[src/rtl/seg_pkg.sv]
// Shared constants for the lock display segment path: blank code, the
// off pattern and the active-high gfedcba digit table.
package seg_pkg;

  localparam logic [4:0] SEG_BLANK_CODE = 5'd10;
  localparam logic [6:0] SEG_OFF        = 7'h00;

  // Indexed by digit value; entry 0 is the least significant slice.
  localparam logic [9:0][6:0] SEG_DIGITS = {
    7'h6F, 7'h7F, 7'h07, 7'h7D, 7'h6D,
    7'h66, 7'h4F, 7'h5B, 7'h06, 7'h3F
  };

  localparam logic [6:0] SEG_ZERO = SEG_DIGITS[0];

endpackage

[src/rtl/seg7_decode.sv]
// Combinational 7-segment decoder: 5-bit code to active-high gfedcba pattern.
// Codes 10..31 all map to the blank pattern.
module seg7_decode
  import seg_pkg::*;
(
  input  logic [4:0] num,
  output logic [6:0] pattern
);

  always_comb begin
    pattern = SEG_OFF;
    if (num < SEG_BLANK_CODE) begin
      pattern = SEG_DIGITS[num[3:0]];
    end
  end

endmodule

[src/rtl/seg_display.sv]
// Registered 7-segment driver for one scanned digit; reset shows "0".
// Polarity is applied after decode so the table stays active-high.
module seg_display
  import seg_pkg::*;
#(
  parameter bit ACTIVE_LOW = 1'b1
) (
  input  logic       clk,
  input  logic       rst,
  input  logic [4:0] num,
  output logic [6:0] led
);

  localparam logic [6:0] POLARITY = ACTIVE_LOW ? 7'h7F : 7'h00;

  logic [6:0] pattern;

  seg7_decode u_decode (
    .num     (num),
    .pattern (pattern)
  );

  always_ff @(posedge clk or posedge rst) begin
    if (rst) begin
      led <= SEG_ZERO ^ POLARITY;
    end else begin
      led <= pattern ^ POLARITY;
    end
  end

endmodule

[config.mk]
export PLATFORM = sky130hd
export DESIGN_NAME = seg_display
export DESIGN_NICKNAME = d
export VERILOG_FILES = /design/src/rtl/seg_pkg.sv /design/src/rtl/seg7_decode.sv /design/src/rtl/seg_display.sv
export SDC_FILE = /design/constraint.sdc
export NUM_CORES = 1
export LEC_CHECK = 0
export BUFFER_PORTS_ARGS = -buffer_cell sky130_fd_sc_hd__buf_2
export CAP_MARGIN = 10
export CORE_AREA = 4 4 41 43
export CTS_CLUSTER_SIZE = 40
export DETAILED_ROUTE_END_ITERATION = 8
export DIE_AREA = 0 0 45 47
export PLACE_DENSITY_LB_ADDON = 0.12
export SYNTH_ARGS = -nofsm -noshare
export SYNTH_HDL_FRONTEND = slang
export SYNTH_SLANG_ARGS = --single-unit
[constraint.sdc]
create_clock -name clk -period 0.8 [get_ports clk]
set_input_delay 0.12 -clock clk [delete_from_list [all_inputs] [get_ports clk]]
set_output_delay 0.12 -clock clk [all_outputs]
set_load 0.01 [all_outputs]
==> results of run 1 <==
-- kinds of logic (layout without fill, tap and decap cells) --
kind of cell	Yosys count	count (layout)	synth area share [%]
flops	7	7	44.9
xor+xnor	1	1	2.23
fa+ha+maj	5	5	15.9
compound gates	11	11	16.2
simple gates	9	9	11.8
buf+inv	7	29	8.92
-- area by class of cell --
| cell class | count | area [µm²] | area share [%] |
|---|---|---|---|
| Inverter | 5 | 18.8 | 3.35 |
| Tap cell | 15 | 18.8 | 3.35 |
| Multi-Input combinational cell | 26 | 181 | 32.4 |
| Clock buffer | 4 | 26.3 | 4.69 |
| Sequential cell | 7 | 176 | 31.5 |
| Timing Repair Buffer | 20 | 139 | 24.8 |
-- timing repair --
action / CTS / global route
endpoints found under the setup margin: 7 / 7
resized for setup: 1 / 0
hold buffers: 1 / 0
pin swaps: 0 / 0
hold endpoints to repair: 6 / 0
-- final timing paths --
check,from,endpoint,slack (ns),depth (start not counted)
max in group asynchronous,rst,led[6],0.21,3
hold / removal,num[4],led[2],0.12,3
min in group asynchronous,rst,led[0],0.32,3
setup / recovery,led[6],led[6],-0.18,1
-- stage by stage --
| step | area (µm²) | total power [mW] |
|---|---|---|
| detailed placement | 518 | 0.570 |
| global placement | 518 | 0.568 |
| finish | 561 | 0.884 |
| floorplan | 393 | 0.486 |
| global route | 561 | 0.944 |
| CTS | 561 | 0.905 |
-- placed cells by master (no fill, tap or decap), types with 2 or more instances in the layout --
cell type   n
o21ai_0     5
buf_4       5
ha_1        5
dfrtp_1     6
clkbuf_4    3
nor2b_1     2
nor2_1      2
buf_2      12
a21oi_1     3
nand2_1     4
inv_1       5
-- report_power, final --
group          leakage (nW)  internal, mW  switching [mW]
Clock                0.0150         0.190           0.125
Sequential           0.0722         0.382         0.00593
Combinational         0.187        0.0896          0.0909
Total                 0.274         0.661           0.222
-- metal layers --
| layer | vias up | share of wire [%] |
|---|---|---|
| met3 | 4 | 12 |
| met2 | 14 | 47 |
| met1 | 139 | 37 |
| met5 | - | 0 |
| met4 | 0 | 4.6 |
| li1 | 171 | - |
==> summary.md, run 1 <==
| Metric | Value |
|---|---|
| Hold Slack | `0.120 ns` |
| Die Y | `47 µm` |
| Slew Viols, Final | `0` |
| First-pass GRT wire length | `1220 µm` |
| Synth top cells by count | `dfrtp_1, ha_1, inv_1, o21ai_0, nand2_1` |
| Post-CTS setup buffers | `0` |
| ANT nets after route | `0` |
| Setup total negative slack | `-0.492 ns` |
| N_diodes | `0` |
| Worst setup path category | `register to output pin` |
| Starting density of the core | `30.2%` |
| Nature of the critical path endpoint | `output pin` |
| Sequential cell area fraction in the yosys report | `44.9%` |
| Area grow syn2layout | `42.7%` |
| Minimum clock period | `0.976 ns` |
| Post-DP HPWL | `623 µm` |
| Share of layout cells above drive strength 1 | `38.7%` |
| Initial antenna violation count | `0` |
| IO Pins | `14` |
| FILL cells | `146` |
| Leak | `0.274 nW` |
| Dpl cells | `72` |
| Most frequent cell after synthesis | `dfrtp_1` |
| Grt peak-use layer | `met2` |
| Max Root-Sink Buffers | `2` |
| Slew of the pin with the lowest slew margin | `0.224 ns` |
| Top delay family on crit path | `flip-flops` |
| Unique masters post-synth | `16` |
| CTS Buf Count | `3` |
| Routability congestion estimate | `0.681` |
| Final setup viols | `7` |
| Rel. slew slack | `84.8%` |
| Largest Register | `led` |
| CTS tree | `yes` |
| Failing checks | `negative setup slack` |
| Largest net degree at the start of global routing | `10` |
| Max Freq | `1020 MHz` |
| RSZ-0062 raised after global routing | `true` |
| Routed length per instance | `9.26 µm` |
| Core area | `1300 µm²` |
| Met3 Use GR | `2.30%` |
| CTS root buf | `clkbuf_4` |
| Post-Layout Cell Count | `77` |
| Met1 Resource Use GR | `7.93%` |
| Fin. Hold Viols | `0` |
| Slowest cell on the critical path | `dfstp_2` |
| Max-cap check violation count | `0` |
| Crit-path max cell delay | `0.52 ns` |
| Worst path required time | `0.68 ns` |
| Worst Hold Class | `input port to register` |
| Die area | `2120 µm²` |
| Post-synth top area cell | `dfrtp_1` |
| Status | `finished, violations left` |
| Vias in the first global route | `306` |
| Worst path bufs/invs | `1` |
| Crit start category | `register` |
| I/O Buffers | `13` |
| Critical path, cell by cell | `buf_6` |
| Mapped Area | `393 µm²` |
| Final core occ | `43.1%` |
| Total Nets Final | `75` |
| Via count | `328` |
| WL final | `713 µm` |
| Avg Cell Area, Syn | `9.82 µm²` |
| Synth Instances | `40` |
| Max FO, Critical Path | `1` |
| Syn Nets | `52` |
| Synth area leaders | `dfrtp_1, ha_1, dfstp_2` |
| DP Worst Slack | `-0.195 ns` |
| Synthesis Warnings | `0` |
| Largest registers | `led: 7 flops` |
| Grt ovf | `0` |
| Largest register FFs | `7` |
| M2 GR Usage | `14.7%` |
| Pwr per Cell Area | `1580 nW/µm²` |
| Htree depth | `1` |
| TritonCTS Sinks | `7` |
| Peak VDD IR | `0.449 mV` |
| Die width | `45 µm` |
| Fraction of registers with async set/reset | `100%` |
| Residual DRC | `0` |
| Via-per-instance ratio | `4.26` |
| Overall routing resource usage | `9.00%` |
| Fin crit share | `122%` |
| Yosys reg bits | `7` |
| Clock slew at reported path FFs | `0.05 ns` |
| Ys flop type | `dfrtp_1` |
| Post-synth EDFFs | `0` |
| Num rows | `13` |
| Synth top area share | `38.2%` |
| 1st-pass router iterations | `1` |
| Crit path DAT | `0.86 ns` |
| Initial DRC count | `0` |
| Setup ws final | `-0.176 ns` |
(Power assumes the default switching activity.)
==> run 2, diff against run 1 <==
PLACE_DENSITY = 0.62   (was default)
PLACE_DENSITY_LB_ADDON = default   (was 0.12)
==> run 2 against run 1 <==
Net effect: the run still ends with negative setup slack left; worst setup slack better by 0.0038 ns; critical path depth stayed put; maximum frequency is 0.39% higher; first-iteration DRC count stayed put.
==> summary.md, run 2 (same netlist as run 1, synthesis figures left out) <==
| Metric | Value |
|---|---|
| Status | `finished, violations left` |
| Failing checks | `negative setup slack` |
| Top delay family on crit path | `flip-flops` |
| Net Sw Frac | `23.9%` |
| Int Pwr | `0.659 mW` |
| Starting density of the core | `30.2%` |
| Setup ws final | `-0.172 ns` |
| Initial DRC count | `0` |
| Crit-path max cell delay | `0.52 ns` |
| Max Freq | `1030 MHz` |
| Hold Slack | `0.120 ns` |
| ANT nets after route | `0` |
| Largest Register | `led` |
| I/O Buffers | `13` |
| Clock Power Share | `34.6%` |
| Initial antenna violation count | `0` |
| Crit start category | `register` |
| Post-CTS setup buffers | `0` |
| Share of layout cells above drive strength 1 | `38.7%` |
| Rel. slew slack | `83.4%` |
| Grt ovf | `0` |
| Core area | `1300 µm²` |
| Largest register FFs | `7` |
| DP Worst Slack | `-0.159 ns` |
| Peak VDD IR | `0.418 mV` |
| Fin crit share | `122%` |
| Sequential share of power | `44.9%` |
| Stages on worst setup path | `1` |
| Combinational cell fraction of total power | `20.5%` |
| RSZ-0062 raised after global routing | `true` |
| Commonest non-fill, non-tap cell in the layout | `buf_2` |
| Final setup viols | `7` |
| Crit path from | `led[6]` |
| Routability congestion estimate | `0.669` |
| Clock slew at reported path FFs | `0.05 ns` |
| Max-cap check violation count | `0` |
| Pwr per Cell Area | `1560 nW/µm²` |
| IO Pins | `14` |
| Sw Pwr | `0.207 mW` |
| Max Root-Sink Buffers | `2` |
| Fin. Hold Viols | `0` |
| CTS Buf Count | `3` |
| Residual DRC | `0` |
| Setup total negative slack | `-0.421 ns` |
| First-pass GRT wire length | `1010 µm` |
| Critical path, cell by cell | `buf_6` |
| Minimum clock period | `0.972 ns` |
| Worst setup path category | `register to output pin` |
| Worst path bufs/invs | `1` |
| Total Nets Final | `75` |
| Die Y | `47 µm` |
| Leak | `0.272 nW` |
| Critical Path Sink | `led[6]` |
| TritonCTS Sinks | `7` |
| CTS tree | `yes` |
| Largest net degree at the start of global routing | `10` |
| Area grow syn2layout | `41.1%` |
| Crit path DAT | `0.85 ns` |
| Slew of the pin with the lowest slew margin | `0.249 ns` |
| Worst Hold Class | `input port to register` |
| Nature of the critical path endpoint | `output pin` |
| Via-per-instance ratio | `4.04` |
| Overall routing resource usage | `6.85%` |
| Slowest cell on the critical path | `dfstp_2` |
| Worst path required time | `0.68 ns` |
| Largest registers | `led: 7 flops` |
| Vias in the first global route | `279` |
| Slew Viols, Final | `0` |
| CTS root buf | `clkbuf_4` |
| Via count | `311` |
| Num rows | `13` |
| Post-DP HPWL | `555 µm` |
| WL final | `667 µm` |
| Die width | `45 µm` |
| 1st-pass router iterations | `1` |
| N_diodes | `0` |
| Die area | `2120 µm²` |
| Routed length per instance | `8.66 µm` |
| Max FO, Critical Path | `1` |
| Htree depth | `1` |
| Most frequent cells in the layout | `buf_2, dfrtp_1, buf_4` |
[run 2: worst min-delay path by stage]
stage | from | to | cells past startpoint
after global routing | num[4] | led[2] | 3
final | num[4] | led[2] | 3
after floorplan | rst | led[0] | 1
after CTS | num[4] | led[2] | 3
after global placement | rst | led[5] | 2
after detailed placement | rst | led[5] | 2
[run 2: area by class of cell]
| type | instances | area (µm²) |
|---|---|---|
| fill | 133 | 747 |
| multi-input combinational | 26 | 181 |
| sequential | 7 | 176 |
| inverter | 5 | 18.8 |
| clock buffer | 4 | 26.3 |
| timing repair buffer | 20 | 133 |
| tap | 15 | 18.8 |
[run 2: stage by stage]
| stage | utilization, % | instance area (µm²) | std cells | power (mW) |
|---|---|---|---|---|
| after global routing | 42.6 | 554 | 77 | 0.914 |
| after detailed placement | 38.8 | 505 | 72 | 0.561 |
| after global placement | 38.8 | 505 | 72 | 0.556 |
| after floorplan | - | 393 | 40 | 0.486 |
| final | 42.6 | 554 | 77 | 0.866 |
| after CTS | 42.1 | 548 | 77 | 0.882 |
[run 2: what timing repair did]
item / 4_1_cts / 5_1_grt
endpoints found under the hold margin: 6 / 0
gates cloned: 0 / 0
gates resized for setup: 1 / 1
setup endpoints to repair: 7 / 7
hold buffers: 1 / 0
[run 2: power groups by stage]
stage                     Sequential [mW]  Clock, mW  Combinational [mW]
after floorplan                     0.408          0              0.0783
after global placement              0.392          0               0.164
after detailed placement            0.392          0               0.168
after CTS                           0.388      0.317               0.177
after global routing                0.391      0.324               0.200
final                               0.389      0.299               0.178
[run 2: per-layer routing]
layer  GRT usage [%]  routed length [µm]  part of all wire, %  up-vias
met4            8.77                   0                    0        0
met1            7.46                 277                   42      126
met3           0.383                  81                   12        0
met5               0                   0                    0        -
met2            10.7                 309                   46       12
li1                -                   -                    -      173
==> run 3, diff against run 2 <==
PLACE_DENSITY = 0.65   (was 0.62)
SYNTH_HIERARCHICAL = 1   (was default)
clock period = 1.2 ns   (was 0.8 ns; I/O delays follow)
==> run 3 against run 2 <==
Net effect: the flow now finishes without violations; flip-flop and latch count is the same; cell area shrank 2.3%; first-iteration DRC count grew 3; clock power shrank 32%; critical path depth is the same; non-clock buffer count shrank 6; synthesized cell count grew 18%; via count grew 1.9%; synthesized area grew 12%; final cell count grew 1.3%; hold slack gained 0.030 ns; critical path type unchanged; largest power group unchanged; highest routed layer is now met4.
==> summary.md, run 3 <==
| Metric | Value |
|---|---|
| Status | `complete, no violations` |
| Minimum clock period | `1.04 ns` |
| Sequential cell area | `176 µm²` |
| Largest Register | `led` |
| Commonest non-fill, non-tap cell in the layout | `buf_2` |
| Crit-path max cell delay | `0.50 ns` |
| Residual DRC | `0` |
| N_diodes | `0` |
| Max FO, Critical Path | `1` |
| Largest family of logic cells by synthesized area | `compound AO/OA/AOI/OAI gates` |
| Die width | `45 µm` |
| Max Root-Sink Buffers | `2` |
| Post-synth top area cell | `dfrtp_1` |
| Unique masters post-synth | `18` |
| Placed cell area | `505 µm²` |
| RSZ-0062 raised after global routing | `false` |
| Largest net degree at the start of global routing | `11` |
| Synth top cells by count | `inv_1, dfrtp_1, a21oi_1, ha_1, nor2_1` |
| Num rows | `13` |
| FILL cells | `144` |
| Overall routing resource usage | `7.91%` |
| First-pass GRT wire length | `1110 µm` |
| Most frequent cell after synthesis | `inv_1` |
| Fraction of registers with async set/reset | `100%` |
| Largest registers | `led: 7 flops` |
| Post-Synth Adder-Cell Area | `14.2%` |
| Grt ovf | `0` |
| Worst path required time | `1.02 ns` |
| I/O Buffers | `13` |
| Synth Area in XOR/XNOR | `1.99%` |
| Critical path, cell by cell | `buf_2` |
| WL final | `673 µm` |
| CTS resizes | `0` |
| Via-per-instance ratio | `4.06` |
| Synth Instances | `47` |
| Fin. Hold Viols | `0` |
| Worst path bufs/invs | `1` |
| Post-synth EDFFs | `0` |
| Fin crit share | `86.8%` |
| Area grow syn2layout | `23.0%` |
| Max-cap check violation count | `0` |
| Multi-input logic area | `200 µm²` |
| Leak | `0.271 nW` |
| Die area | `2120 µm²` |
| Synthesis Warnings | `6` |
| IO Pins | `14` |
| Die Y | `47 µm` |
| Top delay family on crit path | `flip-flops` |
| Slew of the pin with the lowest slew margin | `0.233 ns` |
| Crit start category | `register` |
| Clock slew at reported path FFs | `0.05 ns` |
| Via count | `317` |
| CTS root buf | `clkbuf_4` |
| Avg Cell Area, Syn | `9.37 µm²` |
| Final setup viols | `0` |
| Share of layout cells above drive strength 1 | `31.7%` |
| Post-DP HPWL | `547 µm` |
| Initial antenna violation count | `0` |
| Post-synthesis mux area share | `0%` |
| Synth area leaders | `dfrtp_1, ha_1, inv_1` |
| Routed length per instance | `8.63 µm` |
| TritonCTS Sinks | `7` |
| Starting density of the core | `33.8%` |
| Total Nets Final | `76` |
| Vias in the first global route | `294` |
| Worst setup path category | `register to output pin` |
| Largest register FFs | `7` |
| Fraction of the mapped netlist area in simple logic gates | `13.9%` |
| Slowest cell on the critical path | `dfstp_2` |
| Synth Area in Compound Gates | `15.3%` |
| Routability congestion estimate | `0.792` |
| Post-CTS setup buffers | `0` |
| Sequential cell area fraction in the yosys report | `40.1%` |
| 1st-pass router iterations | `2` |
| Design area | `542 µm²` |
| Initial DRC count | `3` |
| Crit path DAT | `0.86 ns` |
| Worst Hold Class | `input port to register` |
| Setup total negative slack | `0 ns` |
| CTS Buf Count | `3` |
| Peak VDD IR | `0.269 mV` |
| Mapped Area | `440 µm²` |
| CTS tree | `yes` |
| Htree depth | `1` |
| ANT nets after route | `0` |
| Nature of the critical path endpoint | `output pin` |
| Ys flop type | `dfrtp_1` |
| Synth top area share | `34.1%` |
| Rel. slew slack | `84.4%` |
| Most frequent cells in the layout | `buf_2, inv_1, dfrtp_1, a21oi_1, ha_1` |
| Syn Nets | `59` |
| Yosys reg bits | `7` |
| Pwr per Cell Area | `1060 nW/µm²` |
| Core area | `1300 µm²` |
| Max Freq | `960 MHz` |
| Slew Viols, Final | `0` |
[run 3: changes by cell type in the layout (fill, tap and decap cells not counted), sizes merged, moves of 2 or more]
cell / change
a21oi: +2
buf: -6
inv: +7
nand2: -2
nand2b: +3
nor3: +2
o21ai: -4
[run 3: area by class of cell]
class / count / share of cell area, %
multi-input combinational: 26 / 37.0
inverter: 12 / 8.31
sequential: 7 / 32.6
clock buffer: 4 / 4.85
timing repair buffer: 14 / 13.9
tap: 15 / 3.46
[run 3: metal layers]
metal	vias to the layer above	GRT usage, %	part of all wire (%)
li1	172	-	-
met1	127	7.98	42
met2	14	12.4	42
met5	-	0	0
met4	0	12.3	6.4
met3	4	0	9.1
[run 3: worst paths after layout]
path	start	to	slack [ns]	cells past startpoint
max in group asynchronous	rst	led[6]	0.55	3
min	num[4]	led[6]	0.15	3
max	led[6]	led[6]	0.16	1
min in group asynchronous	rst	led[5]	0.39	3
[run 3: where the power goes]
| group | switching (mW) | internal [mW] | leakage (nW) |
|---|---|---|---|
| sequential | 0.00306 | 0.255 | 0.0721 |
| combinational | 0.0651 | 0.0483 | 0.184 |
| clock | 0.0763 | 0.126 | 0.0150 |
[run 3: kinds of logic (layout without fill, tap and decap cells)]
family | count (synthesis) | in the layout
adders and majority gates | 5 | 5
DFF | 7 | 7
AOI/OAI and AO/OA | 9 | 9
buffers and inverters | 14 | 30
xor gates and xnor gates | 1 | 1
and+or+nand+nor | 11 | 11
[run 3: timing repair]
item / CTS / global route
hold endpoints to repair: 6 / 0
hold buffers: 1 / 0
setup endpoints to repair: 0 / 0
[run 3: metrics by stage]
stage	hold slack (ns)	cells	power [mW]	util, %	setup slack, ns
2_1_floorplan	-0.0173	47	0.340	-	0.280
3_3_place_gp	0.100	73	0.372	38.8	0.0564
3_5_place_dp	0.108	73	0.374	38.8	0.0376
4_1_cts	0.145	78	0.587	41.6	0.145
5_1_grt	0.154	78	0.613	41.6	0.122
6_report	0.150	78	0.574	41.6	0.158
